===== src/rtl/phase_encoder.sv =====
// Frame-driven phase encoder: each channel's output line inverts once per frame, at a
// programmable cycle offset from the frame start.
module phase_encoder #(
  parameter int unsigned PHASE_WIDTH = 11,
  parameter int unsigned CNT_WIDTH   = 8,
  parameter int unsigned ADDR_WIDTH  = 4
) (
  input  logic                   clk,
  input  logic                   rst,
  input  logic                   cfg_we,
  input  logic [ADDR_WIDTH-1:0]  cfg_addr,
  input  logic [CNT_WIDTH-1:0]   cfg_data,
  input  logic [CNT_WIDTH-1:0]   period,
  input  logic                   start,
  output logic                   busy,
  output logic                   done,
  output logic [PHASE_WIDTH-1:0] data_o
);

  localparam logic [1:0] StIdle = 2'd0;
  localparam logic [1:0] StRun  = 2'd1;
  localparam logic [1:0] StDone = 2'd2;

  logic [1:0]             state_q, state_d;
  logic [CNT_WIDTH-1:0]   cnt_q, cnt_d;
  logic [CNT_WIDTH-1:0]   per_q, per_d;
  logic [CNT_WIDTH-1:0]   dly_q [PHASE_WIDTH];
  logic [PHASE_WIDTH-1:0] data_q, data_d;
  logic [PHASE_WIDTH-1:0] toggle, dly_we;
  logic                   busy_q, done_q;
  logic                   start_ok, last_cycle;

  assign start_ok   = (state_q == StIdle) && start && (period != '0);
  assign last_cycle = (cnt_q == per_q - 1'b1);

  always_comb begin
    state_d = state_q;
    cnt_d   = cnt_q;
    per_d   = per_q;
    case (state_q)
      StIdle: begin
        if (start_ok) begin
          state_d = StRun;
          cnt_d   = '0;
          per_d   = period;
        end
      end
      StRun: begin
        cnt_d = cnt_q + 1'b1;
        if (last_cycle) state_d = StDone;
      end
      StDone:  state_d = StIdle;
      default: state_d = StIdle;
    endcase
  end

  // Out-of-range addresses match no channel, so they write nothing.
  always_comb begin
    toggle = '0;
    dly_we = '0;
    for (int i = 0; i < PHASE_WIDTH; i++) begin
      toggle[i] = (state_q == StRun) && (cnt_q == dly_q[i]);
      dly_we[i] = cfg_we && (state_q == StIdle) && (cfg_addr == ADDR_WIDTH'(i));
    end
    data_d = data_q ^ toggle;
  end

  always_ff @(posedge clk) begin
    if (rst) begin
      state_q <= StIdle;
      cnt_q   <= '0;
      per_q   <= '0;
      data_q  <= '0;
      busy_q  <= 1'b0;
      done_q  <= 1'b0;
      for (int i = 0; i < PHASE_WIDTH; i++) dly_q[i] <= '0;
    end else begin
      state_q <= state_d;
      cnt_q   <= cnt_d;
      per_q   <= per_d;
      data_q  <= data_d;
      busy_q  <= (state_d == StRun);
      done_q  <= (state_d == StDone);
      for (int i = 0; i < PHASE_WIDTH; i++) begin
        if (dly_we[i]) dly_q[i] <= cfg_data;
      end
    end
  end

  assign busy   = busy_q;
  assign done   = done_q;
  assign data_o = data_q;

endmodule


===== config.mk =====
export PLATFORM = sky130hd
export DESIGN_NAME = phase_encoder
export DESIGN_NICKNAME = d
export VERILOG_FILES = /design/src/rtl/phase_encoder.sv
export SDC_FILE = /design/constraint.sdc
export NUM_CORES = 1
export LEC_CHECK = 0
export BUFFER_PORTS_ARGS = -buffer_cell sky130_fd_sc_hd__buf_4
export CELL_PAD_IN_SITES_DETAIL_PLACEMENT = 0
export CELL_PAD_IN_SITES_GLOBAL_PLACEMENT = 1
export CORE_UTILIZATION = 48
export DETAILED_ROUTE_END_ITERATION = 8
export HOLD_SLACK_MARGIN = 0.12
export PLACE_DENSITY = 0.85
export REMOVE_ABC_BUFFERS = 1
export SLEW_MARGIN = 0
export SYNTH_ARGS = -nofsm -noshare
export SYNTH_HDL_FRONTEND = slang
export SYNTH_SLANG_ARGS = --single-unit

===== constraint.sdc =====
create_clock -name clk -period 2.2 [get_ports clk]
set_input_delay 0.22 -clock clk [delete_from_list [all_inputs] [get_ports clk]]
set_output_delay 0.22 -clock clk [all_outputs]
set_load 0.1 [all_outputs]

==> summary.log, run 1 <==
INFO  synthesis      synth.most_common_cell=sky130_fd_sc_hd__nor2_1
INFO  power_and_ir_drop total_switching_power=1.35mW
INFO  synthesis      synth_cell_types=36
INFO  power_and_ir_drop sequentialPowerShare=43.5%
INFO  synthesis      synth.top_cell.area_share=45.9%
INFO  timing         timing.slew.headroom=62.2%
INFO  timing         final_setup_violation_count=0
INFO  floorplanning  die-area=0.0124mm²
INFO  outcome        violations=DRC
INFO  floorplanning  die-width=112µm
INFO  clock_tree     cts.sinks=119
INFO  layout         final_net_count=625
INFO  critical_path  critPathMaxFanout=8
INFO  place          placedInstanceArea=0.00632mm²
INFO  routing        pre_repair_dr_iteration_count=8
INFO  floorplanning  initial_core_util=49.8%
INFO  critical_path  crit_type=reg -> reg
INFO  layout         nFillCells=907
INFO  place          port_buffers=36
INFO  floorplanning  chipHeight=112µm
INFO  power_and_ir_drop power_density=833mW/mm²
INFO  min_path       hold_class=in -> reg
INFO  timing         setup_repair_after_global_routing_missed_its_margin=false
INFO  synthesis      seq_area_frac_synth=56.7%
INFO  synthesis      netlist_top_cells_area=sky130_fd_sc_hd__edfxtp_1 (46%), sky130_fd_sc_hd__xor2_1 (14%), sky130_fd_sc_hd__dfxtp_1 (11%)
INFO  routing        via_count=4008
INFO  clock_tree     cts_root_buffer=sky130_fd_sc_hd__clkbuf_16
INFO  power_and_ir_drop total_power=5.85mW
INFO  routing        wl_per_cell=17.2µm
INFO  critical_path  cp_data_required_time=2.27ns
INFO  clock_tree     tritoncts.num_buffers=17
INFO  critical_path  timing.critical_path.from_type=register
INFO  global_routing first_global_vias=4070
INFO  routing        drtIter0Drc=272
INFO  floorplanning  coreArea=0.0116mm²
INFO  synthesis      syn-instance-count=535
INFO  power_and_ir_drop leakage=3.00nW
INFO  timing         final-max-slew-violation-count=0
INFO  global_routing grt_pass1_wl=20500µm
INFO  synthesis      postSynth.topFlopCell=sky130_fd_sc_hd__edfxtp_1
INFO  place          numPlacedInstances=714
INFO  timing         hold_viol_final=0
INFO  routing        post-route-drc-count=2
INFO  global_routing grt_util_all_layers=22.4%
INFO  floorplanning  boundaryPins=37
INFO  global_routing grt_antenna_before_repair=0
INFO  synthesis      synthesis.area=0.00576mm²
INFO  clock_tree     clk_lat_worst_skew=0.41ns
INFO  power_and_ir_drop sw_frac_of_total=23.0%
INFO  clock_tree     cts_h_tree_lvls=4
INFO  routing        postRouteWirelength=13000µm
INFO  timing         holdWs=0.164ns
INFO  synthesis      yosys_warnings=0
INFO  critical_path  setup.worst_path.end_class=register
INFO  outcome        outcome=complete, but fails checks
INFO  flow_run       maxCapViolations=0
INFO  synthesis      postSynth.asyncResetShare=0%
INFO  critical_path  timing.critical_path.arrival=2.12ns
INFO  layout         synthesis_to_layout_area_growth=22.0%
INFO  synthesis      synth.top_cells.by_count=sky130_fd_sc_hd__nor2_1 (123), sky130_fd_sc_hd__xor2_1 (89), sky130_fd_sc_hd__edfxtp_1 (88), sky130_fd_sc_hd__dfxtp_1 (31), sky130_fd_sc_hd__nand2b_1 (21)
INFO  clock_tree     cts.path.max_buffers=2
INFO  power_and_ir_drop peakVddDrop=0.000595V
INFO  synthesis      post_synth_edffs=88
INFO  clock_tree     postCtsSetupBuffers=0
INFO  layout         design_area=0.00702mm²
INFO  clock_tree     cts_tree=yes
INFO  floorplanning  placementRows=39
INFO  place          place_congestion=0.757
INFO  routing        drtAntennaViolNets=0
INFO  layout         antenna_cells_inserted=0
INFO  synthesis      synth-seq-cells=119
INFO  power_and_ir_drop power_report.internal_total=4.50mW
INFO  timing         finalWorstPathRequiredPeriod=2.05ns
INFO  timing         maxClockFrequency=488MHz
INFO  power_and_ir_drop pwr-share-clk=48.4%
INFO  power_and_ir_drop comb_power_share=8.1%
INFO  global_routing grt_max_degree=32
INFO  timing         fin_crit_sh=93.2%
INFO  global_routing gr-total-overflow=0
INFO  layout         drive_gt1_share=17.3%
INFO  routing        vias_per_cell=5.31
INFO  timing         worstMarginPinSlew=0.561ns
INFO  timing         final.setup_skew=0.00746ns
INFO  timing         finalSetupTns=0ns
INFO  synthesis      postSynthAreaPerCell=10.8µm²
INFO  place          hpwlAfterDp=8230µm
INFO  clock_tree     worst_setup_hold_path_clk_slew=0.05ns
INFO  layout         finalNonFillerCells=755
INFO  synthesis      synth_top_cell_by_area=sky130_fd_sc_hd__edfxtp_1
[what timing repair did]
item	4_1_cts	5_1_grt
gates resized for setup	0	0
setup endpoints to repair	0	0
endpoints found under the hold margin	8	0
hold buffers	9	0
[layout make-up]
class / count / area [µm²] / share of cell area [%]
clock buffers: 19 / 443 / 6.31
clock inverters: 13 / 171 / 2.44
inverters: 12 / 45.0 / 0.641
multi-input cells: 370 / 2290 / 32.7
flip-flops and latches: 119 / 3260 / 46.5
well taps: 143 / 179 / 2.55
repair buffers: 79 / 628 / 8.94
[power groups by stage]
stage	clock, mW	combinational [mW]	sequential [mW]
after floorplan	0	0.251	2.62
after global placement	0	0.451	2.58
after detailed placement	0	0.465	2.59
after CTS	2.87	0.481	2.54
after global routing	2.96	0.520	2.55
final	2.83	0.476	2.54
[kinds of logic after synthesis]
logic type,Yosys count,synth area share (%)
XOR/XNOR,108,16.4
multiplexers,5,0.870
AND/OR/NAND/NOR,226,18.8
flip-flops,119,56.7
buffers and inverters,46,3.46
AO/OA/AOI/OAI,29,3.33
adder cells (fa/ha/maj),2,0.435
[state kept, by name, indices dropped and copies added, names as in the netlist]
register / flops
dly_q: 88
per_q: 8
state_q: 2
done: 1
cnt_q: 8
data_o: 11
busy: 1
[worst max-delay path, stage by stage (launching register included)]
cell,delay [ns]
sky130_fd_sc_hd__dfxtp_1,0.37
sky130_fd_sc_hd__nor3b_2,0.46
sky130_fd_sc_hd__nor3b_1,0.42
sky130_fd_sc_hd__nand2_1,0.13
sky130_fd_sc_hd__nand2b_1,0.33
[through the flow]
step           util [%]  setup slack (ns)
2_1_floorplan         -             0.434
3_3_place_gp       54.6             0.217
3_5_place_dp       54.6             0.186
4_1_cts            60.7             0.165
5_1_grt            60.7            0.0142
6_report           60.7             0.149
[final timing paths]
kind	start	end	slack [ns]	depth (start not counted)
setup / recovery	state_q[0]	dly_q[4][4]	0.15	4
hold / removal	cfg_data[4]	dly_q[0][4]	0.16	3
setup reg to reg	state_q[0]	dly_q[4][4]	0.15	4
hold reg to reg	data_o[7]	data_o[7]	0.51	2
[metal layers]
metal / vias to the layer above / GRT usage (%) / wire length, µm
met5: - / 0 / 0
met2: 122 / 38.6 / 6610
met1: 1935 / 26.7 / 5360
met3: 11 / 5.93 / 839
met4: 0 / 8.92 / 138
li1: 1940 / - / -
[placed cells by master, fill, tap and decap left out, types with 9 or more instances in the layout]
cell type,instances
sky130_fd_sc_hd__nor2_1,123
sky130_fd_sc_hd__xor2_1,89
sky130_fd_sc_hd__dlygate4sd3_1,9
sky130_fd_sc_hd__nand2_1,19
sky130_fd_sc_hd__buf_4,69
sky130_fd_sc_hd__nor3_1,13
sky130_fd_sc_hd__edfxtp_1,88
sky130_fd_sc_hd__nor4_1,14
sky130_fd_sc_hd__clkbuf_16,17
sky130_fd_sc_hd__nand2b_1,21
sky130_fd_sc_hd__xnor2_1,19
sky130_fd_sc_hd__dfxtp_1,31
sky130_fd_sc_hd__a21oi_1,13
sky130_fd_sc_hd__inv_1,12
sky130_fd_sc_hd__nand4_1,14
(Power assumes the default switching activity.)
==> inputs of run 2 (changes only) <==
CAP_MARGIN = 20   (was not set)
PLACE_DENSITY = 0.87   (was 0.85)
==> run 2 against run 1 <==
The run still ends with DRC left. Die area did not move. Via count rose by 1.1%. Clock skew rose by 0.0056 ns. Critical endpoint is now dly_q[9][3]. Largest cell class unchanged. Highest routed layer unchanged.
==> summary.log, run 2 (synthesis gave the netlist of run 1 again) <==
INFO  power_and_ir_drop total_switching_power=1.32mW
INFO  critical_path  worst_path_most_repeated_cell=sky130_fd_sc_hd__nand2_1
INFO  timing         final.setup_skew=0.0130ns
INFO  layout         final_core_utilization=60.2%
INFO  power_and_ir_drop leakage=2.96nW
INFO  routing        post-route-drc-count=4
INFO  critical_path  timing.critical_path.cells=nor3b_4, nand2_1, nor2_1, nand2_1, nand2b_1
INFO  layout         final_net_count=623
INFO  floorplanning  die-area=0.0124mm²
INFO  clock_tree     worst_setup_hold_path_clk_slew=0.06ns
INFO  place          place_congestion=0.778
INFO  place          pre_cts_slack=0.160ns
INFO  place          numPlacedInstances=712
INFO  critical_path  length_in_cells_of_the_worst_reg_to_reg_path=5
INFO  critical_path  worst_setup_path_startpoint=state_q[0]
INFO  power_and_ir_drop power_report.internal_total=4.33mW
INFO  power_and_ir_drop total_power=5.65mW
INFO  timing         setup_repair_after_global_routing_missed_its_margin=false
INFO  layout         synthesis_to_layout_area_growth=21.0%
INFO  routing        vias_per_cell=5.39
INFO  clock_tree     tritoncts.num_buffers=17
INFO  global_routing grt_util_all_layers=22.2%
INFO  power_and_ir_drop sequentialPowerShare=45.0%
INFO  flow_run       maxCapViolations=0
INFO  floorplanning  boundaryPins=37
INFO  routing        wl_per_cell=17.4µm
INFO  power_and_ir_drop power_density=812mW/mm²
INFO  global_routing grt_pass1_wl=20700µm
INFO  routing        drtIter0Drc=283
INFO  clock_tree     postCtsSetupBuffers=0
INFO  critical_path  crit_path_max_incr_delay=0.38ns
INFO  routing        drtAntennaViolNets=0
INFO  floorplanning  placementRows=39
INFO  critical_path  timing.critical_path.arrival=2.03ns
INFO  critical_path  critPathMaxFanout=9
INFO  layout         largest-register=dly_q
INFO  critical_path  crit_type=reg -> reg
INFO  critical_path  setup.worst_path.end_class=register
INFO  floorplanning  chipHeight=112µm
INFO  floorplanning  die-width=112µm
INFO  routing        via_count=4053
INFO  critical_path  cp-endpoint=dly_q[9][3]
INFO  clock_tree     clk_lat_worst_skew=0.41ns
INFO  layout         drive_gt1_share=16.6%
INFO  critical_path  critical_path.top_delay_family=simple AND/OR/NAND/NOR gates
INFO  layout         layout_common_cells=sky130_fd_sc_hd__nor2_1 (123), sky130_fd_sc_hd__xor2_1 (89), sky130_fd_sc_hd__edfxtp_1 (88)
INFO  timing         hold_viol_final=0
INFO  critical_path  buffers_inverters_on_critical_path=0
INFO  layout         largest_reg_flops=88
INFO  critical_path  endpoint_of_the_worst_register_to_register_path=dly_q[9][3]
INFO  clock_tree     cts.sinks=119
INFO  global_routing first_global_vias=3998
INFO  timing         holdWs=0.177ns
INFO  critical_path  rr_startpoint=state_q[0]
INFO  power_and_ir_drop sw_frac_of_total=23.4%
INFO  clock_tree     cts_h_tree_lvls=4
INFO  global_routing grt_max_degree=28
INFO  timing         layout_setup_ws=0.247ns
INFO  critical_path  timing.critical_path.from_type=register
INFO  critical_path  worst-path-stages=5
INFO  layout         finalNonFillerCells=752
INFO  critical_path  cp_data_required_time=2.28ns
INFO  floorplanning  initial_core_util=49.8%
INFO  critical_path  r2r_setup_slack=0.25ns
INFO  clock_tree     cts_tree=yes
INFO  layout         design_area=0.00696mm²
INFO  timing         timing.slew.headroom=59.1%
INFO  routing        pre_repair_dr_iteration_count=8
INFO  critical_path  critical_path.slowest_cell=sky130_fd_sc_hd__dfxtp_1
INFO  place          hpwlAfterDp=8360µm
INFO  timing         finalWorstPathRequiredPeriod=1.95ns
INFO  timing         maxClockFrequency=512MHz
INFO  timing         finalSetupTns=0ns
INFO  clock_tree     cts_root_buffer=sky130_fd_sc_hd__clkbuf_16
INFO  layout         layout.cells.most_common=sky130_fd_sc_hd__nor2_1
INFO  place          port_buffers=36
INFO  place          placedInstanceArea=0.00630mm²
INFO  timing         final_setup_violation_count=0
INFO  outcome        outcome=complete, but fails checks
INFO  global_routing grt_antenna_before_repair=0
INFO  floorplanning  coreArea=0.0116mm²
INFO  power_and_ir_drop peakVddDrop=0.000683V
INFO  timing         fin_crit_sh=88.8%
INFO  min_path       hold_class=in -> reg
INFO  outcome        violations=DRC
INFO  power_and_ir_drop pwr-share-clk=46.5%
INFO  timing         final-max-slew-violation-count=0
INFO  power_and_ir_drop comb_power_share=8.5%
INFO  layout         antenna_cells_inserted=0
INFO  timing         worstMarginPinSlew=0.607ns
INFO  routing        postRouteWirelength=13100µm
INFO  clock_tree     cts.path.max_buffers=2
INFO  global_routing gr-total-overflow=0
[run 2: cell count changes in the layout (fill, tap and decap cells not counted), moves of 2 or more]
cell / before / now
sky130_fd_sc_hd__buf_4: 69 / 67
sky130_fd_sc_hd__clkinv_4: 4 / 2
sky130_fd_sc_hd__clkinvlp_4: 2 / 4
sky130_fd_sc_hd__inv_6: 3 / 1
[run 2: timing repair]
action	4_1_cts	5_1_grt
endpoints found under the hold margin	8	0
resized for setup	0	1
endpoints found under the setup margin	0	24
hold buffers	9	0
[run 2: how the worst min path moves through the flow]
stage               startpoint          to  slack [ns]  depth (start not counted)
CTS                      start  state_q[0]        0.17                          3
detailed placement   period[3]    per_q[3]        0.47                          3
global placement     period[3]    per_q[3]        0.47                          3
finish                     rst   data_o[1]        0.18                          2
floorplan                  rst    cnt_q[2]        0.29                          1
global route               rst   data_o[0]        0.20                          2
[run 2: final cells by class]
class,count,area (µm²)
fillers,914,4600
inverters,12,45.0
clock inverters,12,130
multi-input cells,370,2300
well taps,143,179
clock buffers,19,433
repair buffers,77,613
flip-flops and latches,119,3260
[run 2: power groups by stage]
stage | combinational (mW) | sequential (mW) | clock (mW)
6_report | 0.478 | 2.54 | 2.63
5_1_grt | 0.521 | 2.55 | 2.75
4_1_cts | 0.477 | 2.54 | 2.66
3_5_place_dp | 0.461 | 2.59 | 0
3_3_place_gp | 0.448 | 2.58 | 0
2_1_floorplan | 0.251 | 2.62 | 0
[run 2: per-layer routing]
layer	up-vias	GRT usage, %	share of wire, %	wire length (µm)
met4	0	7.75	1.7	222
met3	24	5.77	7.4	969
li1	1932	-	-	-
met5	-	0	0	0
met2	148	37.0	49	6350
met1	1949	28.0	42	5540
